<file path="config.mk">
export PLATFORM = sky130hd
export DESIGN_NAME = snake_head_stepper
export DESIGN_NICKNAME = d
export VERILOG_FILES = /design/src/rtl/snake_pkg.sv /design/src/rtl/snake_tick_detect.sv /design/src/rtl/snake_head_stepper.sv
export SDC_FILE = /design/constraint.sdc
export NUM_CORES = 1
export LEC_CHECK = 0
export ABC_CLOCK_PERIOD_IN_PS = 2000
export BUFFER_PORTS_ARGS = -buffer_cell sky130_fd_sc_hd__buf_2
export CAP_MARGIN = 20
export CORE_AREA = 2 2 68 70
export CTS_CLUSTER_DIAMETER = 50
export DETAILED_ROUTE_END_ITERATION = 12
export DIE_AREA = 0 0 70 72
export PLACE_DENSITY = 0.58
export RECOVER_POWER = 25
export SYNTH_ARGS = -nofsm -noshare
export SYNTH_HDL_FRONTEND = slang
export SYNTH_SLANG_ARGS = --single-unit
</file>
<file path="constraint.sdc">
create_clock -name clock -period 2 [get_ports clock]
set_input_delay 0.1 -clock clock [delete_from_list [all_inputs] [get_ports clock]]
set_output_delay 0.1 -clock clock [all_outputs]
set_load 0.02 [all_outputs]
</file>
<file path="src/rtl/snake_pkg.sv">
// Shared encodings for the snake pipeline: directions, game states and button bundle.
package snake_pkg;

    localparam int unsigned TICK_W = 20;
    localparam int unsigned DIR_W  = 2;
    localparam int unsigned ST_W   = 2;

    typedef enum logic [DIR_W-1:0] {
        DIR_UP    = 2'd0,
        DIR_RIGHT = 2'd1,
        DIR_DOWN  = 2'd2,
        DIR_LEFT  = 2'd3
    } dir_e;

    typedef enum logic [ST_W-1:0] {
        ST_IDLE = 2'd0,
        ST_RUN  = 2'd1,
        ST_DEAD = 2'd2
    } state_e;

    typedef struct packed {
        logic up;
        logic down;
        logic left;
        logic right;
    } btn_t;

    // Opposite directions differ only in the upper encoding bit.
    function automatic dir_e dir_reverse(input dir_e d);
        return dir_e'(d ^ DIR_W'(2'b10));
    endfunction

endpackage

</file>
<file path="src/rtl/snake_tick_detect.sv">
// Turns each roll-over of the tick counter (non-zero back to zero) into a one-cycle event.
module snake_tick_detect
    import snake_pkg::*;
(
    input  logic              clock,
    input  logic              reset_n,
    input  logic [TICK_W-1:0] i_tick_count,
    output logic              o_tick_evt_c
);

    logic w_is_zero;
    logic r_prev_nz;

    assign w_is_zero    = (i_tick_count == '0);
    assign o_tick_evt_c = w_is_zero && r_prev_nz;

    always_ff @(posedge clock or negedge reset_n) begin
        if (!reset_n) begin
            r_prev_nz <= 1'b0;
        end else begin
            r_prev_nz <= !w_is_zero;
        end
    end

endmodule

</file>
<file path="src/rtl/snake_head_stepper.sv">
// Snake head stepper: latches direction with reversal protection, moves the head on a
// wrapping grid once per tick roll-over, and runs the IDLE/RUN/DEAD game FSM.
module snake_head_stepper
    import snake_pkg::*;
#(
    parameter int unsigned GRID_W  = 32,
    parameter int unsigned GRID_H  = 24,
    parameter int unsigned X_W     = 5,
    parameter int unsigned Y_W     = 5,
    parameter int unsigned START_X = 16,
    parameter int unsigned START_Y = 12
) (
    input  logic              clock,
    input  logic              reset_n,
    input  logic [TICK_W-1:0] tick_count,
    input  logic              btn_up,
    input  logic              btn_down,
    input  logic              btn_left,
    input  logic              btn_right,
    input  logic              start,
    input  logic              collision,
    output logic [X_W-1:0]    head_x,
    output logic [Y_W-1:0]    head_y,
    output logic [DIR_W-1:0]  dir,
    output logic              step,
    output logic [ST_W-1:0]   state,
    output logic              game_over
);

    localparam logic [X_W-1:0] X_INIT = X_W'(START_X);
    localparam logic [Y_W-1:0] Y_INIT = Y_W'(START_Y);
    localparam logic [X_W-1:0] X_MAX  = X_W'(GRID_W - 1);
    localparam logic [Y_W-1:0] Y_MAX  = Y_W'(GRID_H - 1);

    state_e         r_state, w_state_nxt;
    logic [X_W-1:0] r_x, w_x_nxt, w_x_mv;
    logic [Y_W-1:0] r_y, w_y_nxt, w_y_mv;
    dir_e           r_dir, w_dir_nxt;
    dir_e           r_pend, w_pend_nxt;
    logic           r_step, w_step_nxt;
    logic           r_game_over, w_game_over_nxt;

    btn_t           w_btn;
    logic           w_req_vld;
    dir_e           w_req_dir;
    logic           w_req_ok;
    dir_e           w_new_dir;
    logic           w_tick_evt;

    snake_tick_detect u_tick_detect (
        .clock        (clock),
        .reset_n      (reset_n),
        .i_tick_count (tick_count),
        .o_tick_evt_c (w_tick_evt)
    );

    assign w_btn = '{up: btn_up, down: btn_down, left: btn_left, right: btn_right};

    // Single highest-priority request; a rejected reversal does not fall through.
    always_comb begin
        w_req_vld = 1'b1;
        w_req_dir = DIR_UP;
        if (w_btn.up) begin
            w_req_dir = DIR_UP;
        end else if (w_btn.down) begin
            w_req_dir = DIR_DOWN;
        end else if (w_btn.left) begin
            w_req_dir = DIR_LEFT;
        end else if (w_btn.right) begin
            w_req_dir = DIR_RIGHT;
        end else begin
            w_req_vld = 1'b0;
        end
    end

    assign w_req_ok  = w_req_vld && (w_req_dir != dir_reverse(r_dir));
    assign w_new_dir = w_req_ok ? w_req_dir : r_pend;

    // Candidate head position one cell along the direction about to be committed.
    always_comb begin
        w_x_mv = r_x;
        w_y_mv = r_y;
        case (w_new_dir)
            DIR_RIGHT: w_x_mv = (r_x == X_MAX) ? '0 : r_x + X_W'(1);
            DIR_LEFT:  w_x_mv = (r_x == '0) ? X_MAX : r_x - X_W'(1);
            DIR_DOWN:  w_y_mv = (r_y == Y_MAX) ? '0 : r_y + Y_W'(1);
            DIR_UP:    w_y_mv = (r_y == '0) ? Y_MAX : r_y - Y_W'(1);
            default:   ;
        endcase
    end

    always_comb begin
        w_state_nxt = r_state;
        w_x_nxt     = r_x;
        w_y_nxt     = r_y;
        w_dir_nxt   = r_dir;
        w_pend_nxt  = r_pend;
        w_step_nxt  = 1'b0;
        case (r_state)
            ST_IDLE: begin
                w_x_nxt    = X_INIT;
                w_y_nxt    = Y_INIT;
                w_dir_nxt  = DIR_RIGHT;
                w_pend_nxt = DIR_RIGHT;
                if (start) begin
                    w_state_nxt = ST_RUN;
                end
            end
            ST_RUN: begin
                if (collision) begin
                    w_state_nxt = ST_DEAD;
                end else begin
                    if (w_req_ok) begin
                        w_pend_nxt = w_req_dir;
                    end
                    if (w_tick_evt) begin
                        w_dir_nxt  = w_new_dir;
                        w_pend_nxt = w_new_dir;
                        w_x_nxt    = w_x_mv;
                        w_y_nxt    = w_y_mv;
                        w_step_nxt = 1'b1;
                    end
                end
            end
            ST_DEAD: begin
                if (start) begin
                    w_state_nxt = ST_IDLE;
                    w_x_nxt     = X_INIT;
                    w_y_nxt     = Y_INIT;
                    w_dir_nxt   = DIR_RIGHT;
                    w_pend_nxt  = DIR_RIGHT;
                end
            end
            default: begin
                w_state_nxt = ST_IDLE;
                w_x_nxt     = X_INIT;
                w_y_nxt     = Y_INIT;
                w_dir_nxt   = DIR_RIGHT;
                w_pend_nxt  = DIR_RIGHT;
            end
        endcase
        w_game_over_nxt = (w_state_nxt == ST_DEAD);
    end

    always_ff @(posedge clock or negedge reset_n) begin
        if (!reset_n) begin
            r_state     <= ST_IDLE;
            r_x         <= X_INIT;
            r_y         <= Y_INIT;
            r_dir       <= DIR_RIGHT;
            r_pend      <= DIR_RIGHT;
            r_step      <= 1'b0;
            r_game_over <= 1'b0;
        end else begin
            r_state     <= w_state_nxt;
            r_x         <= w_x_nxt;
            r_y         <= w_y_nxt;
            r_dir       <= w_dir_nxt;
            r_pend      <= w_pend_nxt;
            r_step      <= w_step_nxt;
            r_game_over <= w_game_over_nxt;
        end
    end

    assign head_x    = r_x;
    assign head_y    = r_y;
    assign dir       = r_dir;
    assign step      = r_step;
    assign state     = r_state;
    assign game_over = r_game_over;

endmodule
</file>
**After elaboration in Yosys (flattened, before gate mapping)**

Cells that the tools add are included.

- Flip-flop bits (word level): 19
- Input bits: 28
- Logic and storage cells: 75
- Output and inout port bits: 16

- Equality and inequality tests: 14
- Add/subtract/negate cells: 4
- Bitwise operators: 1
- Multiplexer cells: 36
- Reduce and logical (&&, ||, !) cells: 12

Operators by type and width:

| cell | count |
|---|---|
| $mux W5 | 10 |
| $pmux W5 S2 | 4 |
| $mux W2 | 11 |
| $logic_not A20 Y1 | 1 |
| $add A5 B1 Y5 const B | 2 |
| $eq A5 B5 Y1 const B | 2 |
| $logic_not A5 Y1 | 2 |
| $sub A5 B1 Y5 const B | 2 |
| $eq A2 B2 Y1 const B | 4 |
| $mux W1 | 8 |
| $pmux W2 S2 | 2 |
| $reduce_and A4 Y1 | 2 |
| $ne A3 B3 Y1 const B | 2 |
| $pmux W2 S3 | 1 |
| $eq A2 B1 Y1 const B | 2 |
| $logic_not A2 Y1 | 2 |
| $ne A2 B2 Y1 const B | 2 |
| $reduce_and A3 Y1 | 1 |
| $logic_and A1 B1 Y1 | 2 |
| $ne A2 B1 Y1 const B | 1 |
| $ne A2 B2 Y1 | 1 |
| $reduce_and A2 Y1 | 1 |
| $logic_not A1 Y1 | 1 |
| $not A1 Y1 | 1 |

**Logic depth before layout (Yosys ltp)**

- Word-level depth: 12
- Gate-level depth with buffers: 8
- Gate-level depth less buffers: 7

**By module**

From an unflattened synthesis, not the netlist that was laid out.

- Cells, all modules: 158
- Area total of the unflattened synthesis: 1393.8 um2

Modules (own cells, without submodules):

| module | cells each | seq. area each (um2) | area each (um2) | times used |
|---|---|---|---|---|
| snake_head_stepper | 148 | 456.7 | 1311.3 | 1 |
| snake_tick_detect | 10 | 25.0 | 82.6 | 1 |

**Worst setup path before layout**

Ideal clock, no wire load.

- Path type: register to register
- From: register r_dir[0], in the netlist dir[0]
- To: register r_y[0], in the netlist head_y[0]
- Clock period less this slack: 2139 ps
- Cell stages (with the launch flop): 7
- Required time: 1879 ps
- Setup slack: -139 ps
- Arrival time: 2018 ps
- Library setup time: 121 ps
- Cells stage by stage: dfstp_2 -> buf_2 -> and4b_1 -> a211o_1 -> a21o_1 -> o32a_1 -> a22o_1

- Longest elaborated chain between the ends: 8

RTL lines:

| element | RTL line | RTL |
|---|---|---|
| start: declaration | snake_head_stepper.sv:38 | `dir_e r_dir, w_dir_nxt;` |
| start signal: assignment | snake_head_stepper.sv:158 | `r_dir <= w_dir_nxt;` |
| $ne A2 B2 Y1 * | snake_head_stepper.sv:76 | `assign w_req_ok = w_req_vld && (w_req_dir != dir_reverse(r_dir));` |
| $logic_and A1 B1 Y1 * | snake_head_stepper.sv:76 |  |
| $mux W2 * | n/a |  |
| $eq A2 B2 Y1 or $logic_not A2 Y1 (tied branches) | snake_head_stepper.sv:83 | `case (w_new_dir)` |
| $pmux W5 S2 | snake_head_stepper.sv:83 |  |
| $mux W5 | snake_head_stepper.sv:116 | `if (w_tick_evt) begin` |
| $mux W5 | snake_head_stepper.sv:110 | `if (collision) begin` |
| $pmux W5 S2 | snake_head_stepper.sv:99 | `case (r_state)` |
| end signal: assignment | snake_head_stepper.sv:157 | `r_y <= w_y_nxt;` |
| end: declaration | snake_head_stepper.sv:37 | `logic [Y_W-1:0] r_y, w_y_nxt, w_y_mv;` |

Mark *: on every way between the ends. The rest lies on a longest branch, timed or not. The select of a mux whose other input is x is not followed.
A chain may end at the register's enable or synchronous reset.

**Final worst setup path**

- From: register r_dir[0], in the netlist dir[0]
- To: register r_y[2], in the netlist head_y[2]

Same word-level chain as after synthesis.

==> metrics <==
CP Depth 7; Mapped Nets around 190; Port Buffers 43; mean post-synth cell area 8.665 µm²; Ports 44; Overflow after GRT 0; Worst-Margin Slew 1.041 ns; Multi-input gate area around 860 µm²; initial cell density of the core 0.3272; final hold viol count 0; drt total wl around 3.4 mm; vias 1,415; reg2reg setup slack roughly 0.014 ns; worst skew pair latency roughly 0.26 ns; first-pass GRT wire length between 5 and 6 mm; relative slew slack 0.3061; RSZ-0062 raised after global routing true; Max Cap Viol 0; Die Y 72 µm; R2R depth 7; Worst setup EP type register; Max Slew Vio Count 0; Worst path top cell family by delay compound AO/OA/AOI/OAI gates; diode count 0; worst path cell trace buf_6 -> nand2_1 -> o22a_2 -> a21o_4 -> o32a_1 -> a21oi_1 -> o21a_1; 1st-iter DRT viols 36; Setup CP Type register to register; chip width approximately 70 µm; fillers 438; CTS Buf Count 3; Tcrit/Tclk final 0.9932; layout cells sized above 1 0.3682; min-delay worst type primary input to register; critical path's slowest cell dfstp_2; critical path startpoint category register; Worst VDD drop between 0.4 and 0.5 mV; largest net degree at the start of global routing 20; DR DRC count 0; Crit Path Max Fanout 7; fin crit period 1.986 ns; TritonCTS clock tree built; num rows 24; Synth Instances approximately 160; number of global-route vias before repair 1,293; Finish-stage setup viols 0; Final #Nets 254; routability cong. ~0.82; PnR Total Power roughly 1.2 mW; CP Buf/Inv Count 1; Yosys reg bits 19; number of enable flip-flop cells after synthesis 0; synthesized area 0.001395 mm²; Clock Tree Buf Depth 2; CP Data Required Time ~2.2 ns; hpwl dp roughly 2.7 mm; Post-synth top flop dfrtp_1; number of distinct library cells after synthesis 55; clk sinks 19; Pwr Density around 640 mW/mm²; post-synthesis async set-or-reset flop share 1.000; slowest stage delay, CP 0.58 ns; antenna violations before repair 0; pre-CTS setup slack roughly 0.0022 ns; placed cell count around 260; H-tree Lvls 1; Lkg Pwr about 0.86 nW; wire per inst 12.58 µm; final setup margin between 0.01 and 0.015 ns; area added between synthesis and finish 34.17%; Synth warnings 0; Hold Path Depth 3; crit path DAT between 2 and 2.5 ns; Pre-Repair DR Iteration Count 4; Max Clock Freq 503.4 MHz; clock slew at reported path FFs roughly 0.070 ns; clk_skew between 0.006 and 0.007 ns; CTS root buf clkbuf_8; status completed; All-Layer GR Usage 0.1364; Final ANT Viol Nets 0; Seq/Total Area, Yosys 0.3453; fin cells around 270; core region area ~0.0043 mm²; register area approximately 480 µm²; DR vias/cell around 5.2; DIE AREA 0.005040 mm²
## cell usage in the layout, fill, tap and decap left out, types with 3 or more instances in the layout
master	instances
dfstp_2	5
buf_4	13
nand3_1	3
or3_1	3
a22o_1	3
inv_1	14
xnor2_1	3
dfrtp_1	13
a21oi_1	5
mux2i_1	3
o21ai_0	9
nor2_1	13
o21ai_1	4
ha_1	5
nand2_1	18
clkbuf_8	3
nor3_1	5
nor4_1	4
buf_6	3
buf_2	42
## worst register-to-register path, stage by stage (launching register included)
cell and delay (ns):
dfstp_2 0.58, buf_6 0.13, nand2_1 0.05, o22a_2 0.23
a21o_4 0.25, o32a_1 0.41, a21oi_1 0.15, o21a_1 0.13
## final cells by class
class,count,share of cell area
repair buffers,60,0.1898
well taps,52,0.03476
inverters,16,0.03209
clock inverters,1,0.002674
clock buffers,3,0.02206
multi-input cells,121,0.4606
flip-flops and latches,19,0.2580
## per-layer routing
metal  track usage  wire length [µm]
met1        0.1828              1653
met2        0.2254              1538
met4       0.03846                36
met5             0                 0
met3       0.02778               193
## power by group
part	total, mW	leakage, nW	internal, mW	switching [mW]
registers	0.470	0.237	0.429	0.0413
clock network	0.265	0.0255	0.139	0.127
logic	0.455	0.599	0.202	0.254
## worst paths after layout
path / startpoint / endpoint
min in group asynchronous: reset_n / state[1]
hold reg to reg: state[1] / state[0]
setup reg to reg: dir[0] / head_y[2]
max in group asynchronous: reset_n / dir[1]
setup / recovery: dir[0] / head_y[2]
hold / removal: collision / state[0]
## synth_stat cells, types with 2 or more instances
cell type	count	area, µm²
nand2_1	18	67.56
dfrtp_1	14	350.3
inv_1	14	52.55
nor2_1	13	48.80
o21ai_0	10	50.05
a21oi_1	5	25.02
dfstp_2	5	131.4
ha_1	5	62.56
nor3_1	5	25.02
nor4_1	4	25.02
a22o_1	3	26.28
a41oi_1	3	26.28
buf_2	3	15.01
mux2i_1	3	30.03
nand3_1	3	15.01
o21ai_1	3	15.01
o22a_1	3	26.28
or3_1	3	18.77
xnor2_1	3	26.28
and4b_1	2	20.02
inv_2	2	7.510
nand2b_1	2	12.51
nand4_1	2	12.51
or4_1	2	15.01
## timing repair
item / CTS / global route
hold buffers: 1 / 0
pin swaps: 0 / 8
buffers inserted: 1 / 5
resized for setup: 0 / 11
setup endpoints to repair: 4 / 8
endpoints found under the hold margin: 14 / 0
## flip-flops by register name, summed over array words and instances, names as in the netlist
register,flops
step,1
head_y,5
dir,2
game_over,1
u_tick_detect.r_prev_nz,1
head_x,5
r_pend,2
state,2
## through the flow
stage	hold WS (ns)	cell area, µm²	util	setup TNS (ns)
final	0.1358	1872	0.4390	0
after global routing	0.1723	1872	0.4390	-0.2617
after CTS	0.1332	1813	0.4252	0
after detailed placement	0.06697	1749	0.4102	0
after global placement	0.06735	1749	0.4102	0
after floorplan	-0.1956	1436	-	0
## kinds of logic (layout without fill, tap and decap cells)
family | count (synthesis) | count (layout) | share of synthesized area
buffers and inverters | 21 | 80 | 0.06188
XOR/XNOR | 4 | 4 | 0.02512
multiplexers | 3 | 3 | 0.02153
AND/OR/NAND/NOR | 63 | 63 | 0.2502
AO/OA/AOI/OAI | 46 | 46 | 0.2512
adder cells (fa/ha/maj) | 5 | 5 | 0.04484
flip-flops | 19 | 19 | 0.3453
Power figures use the tool's default switching activity.
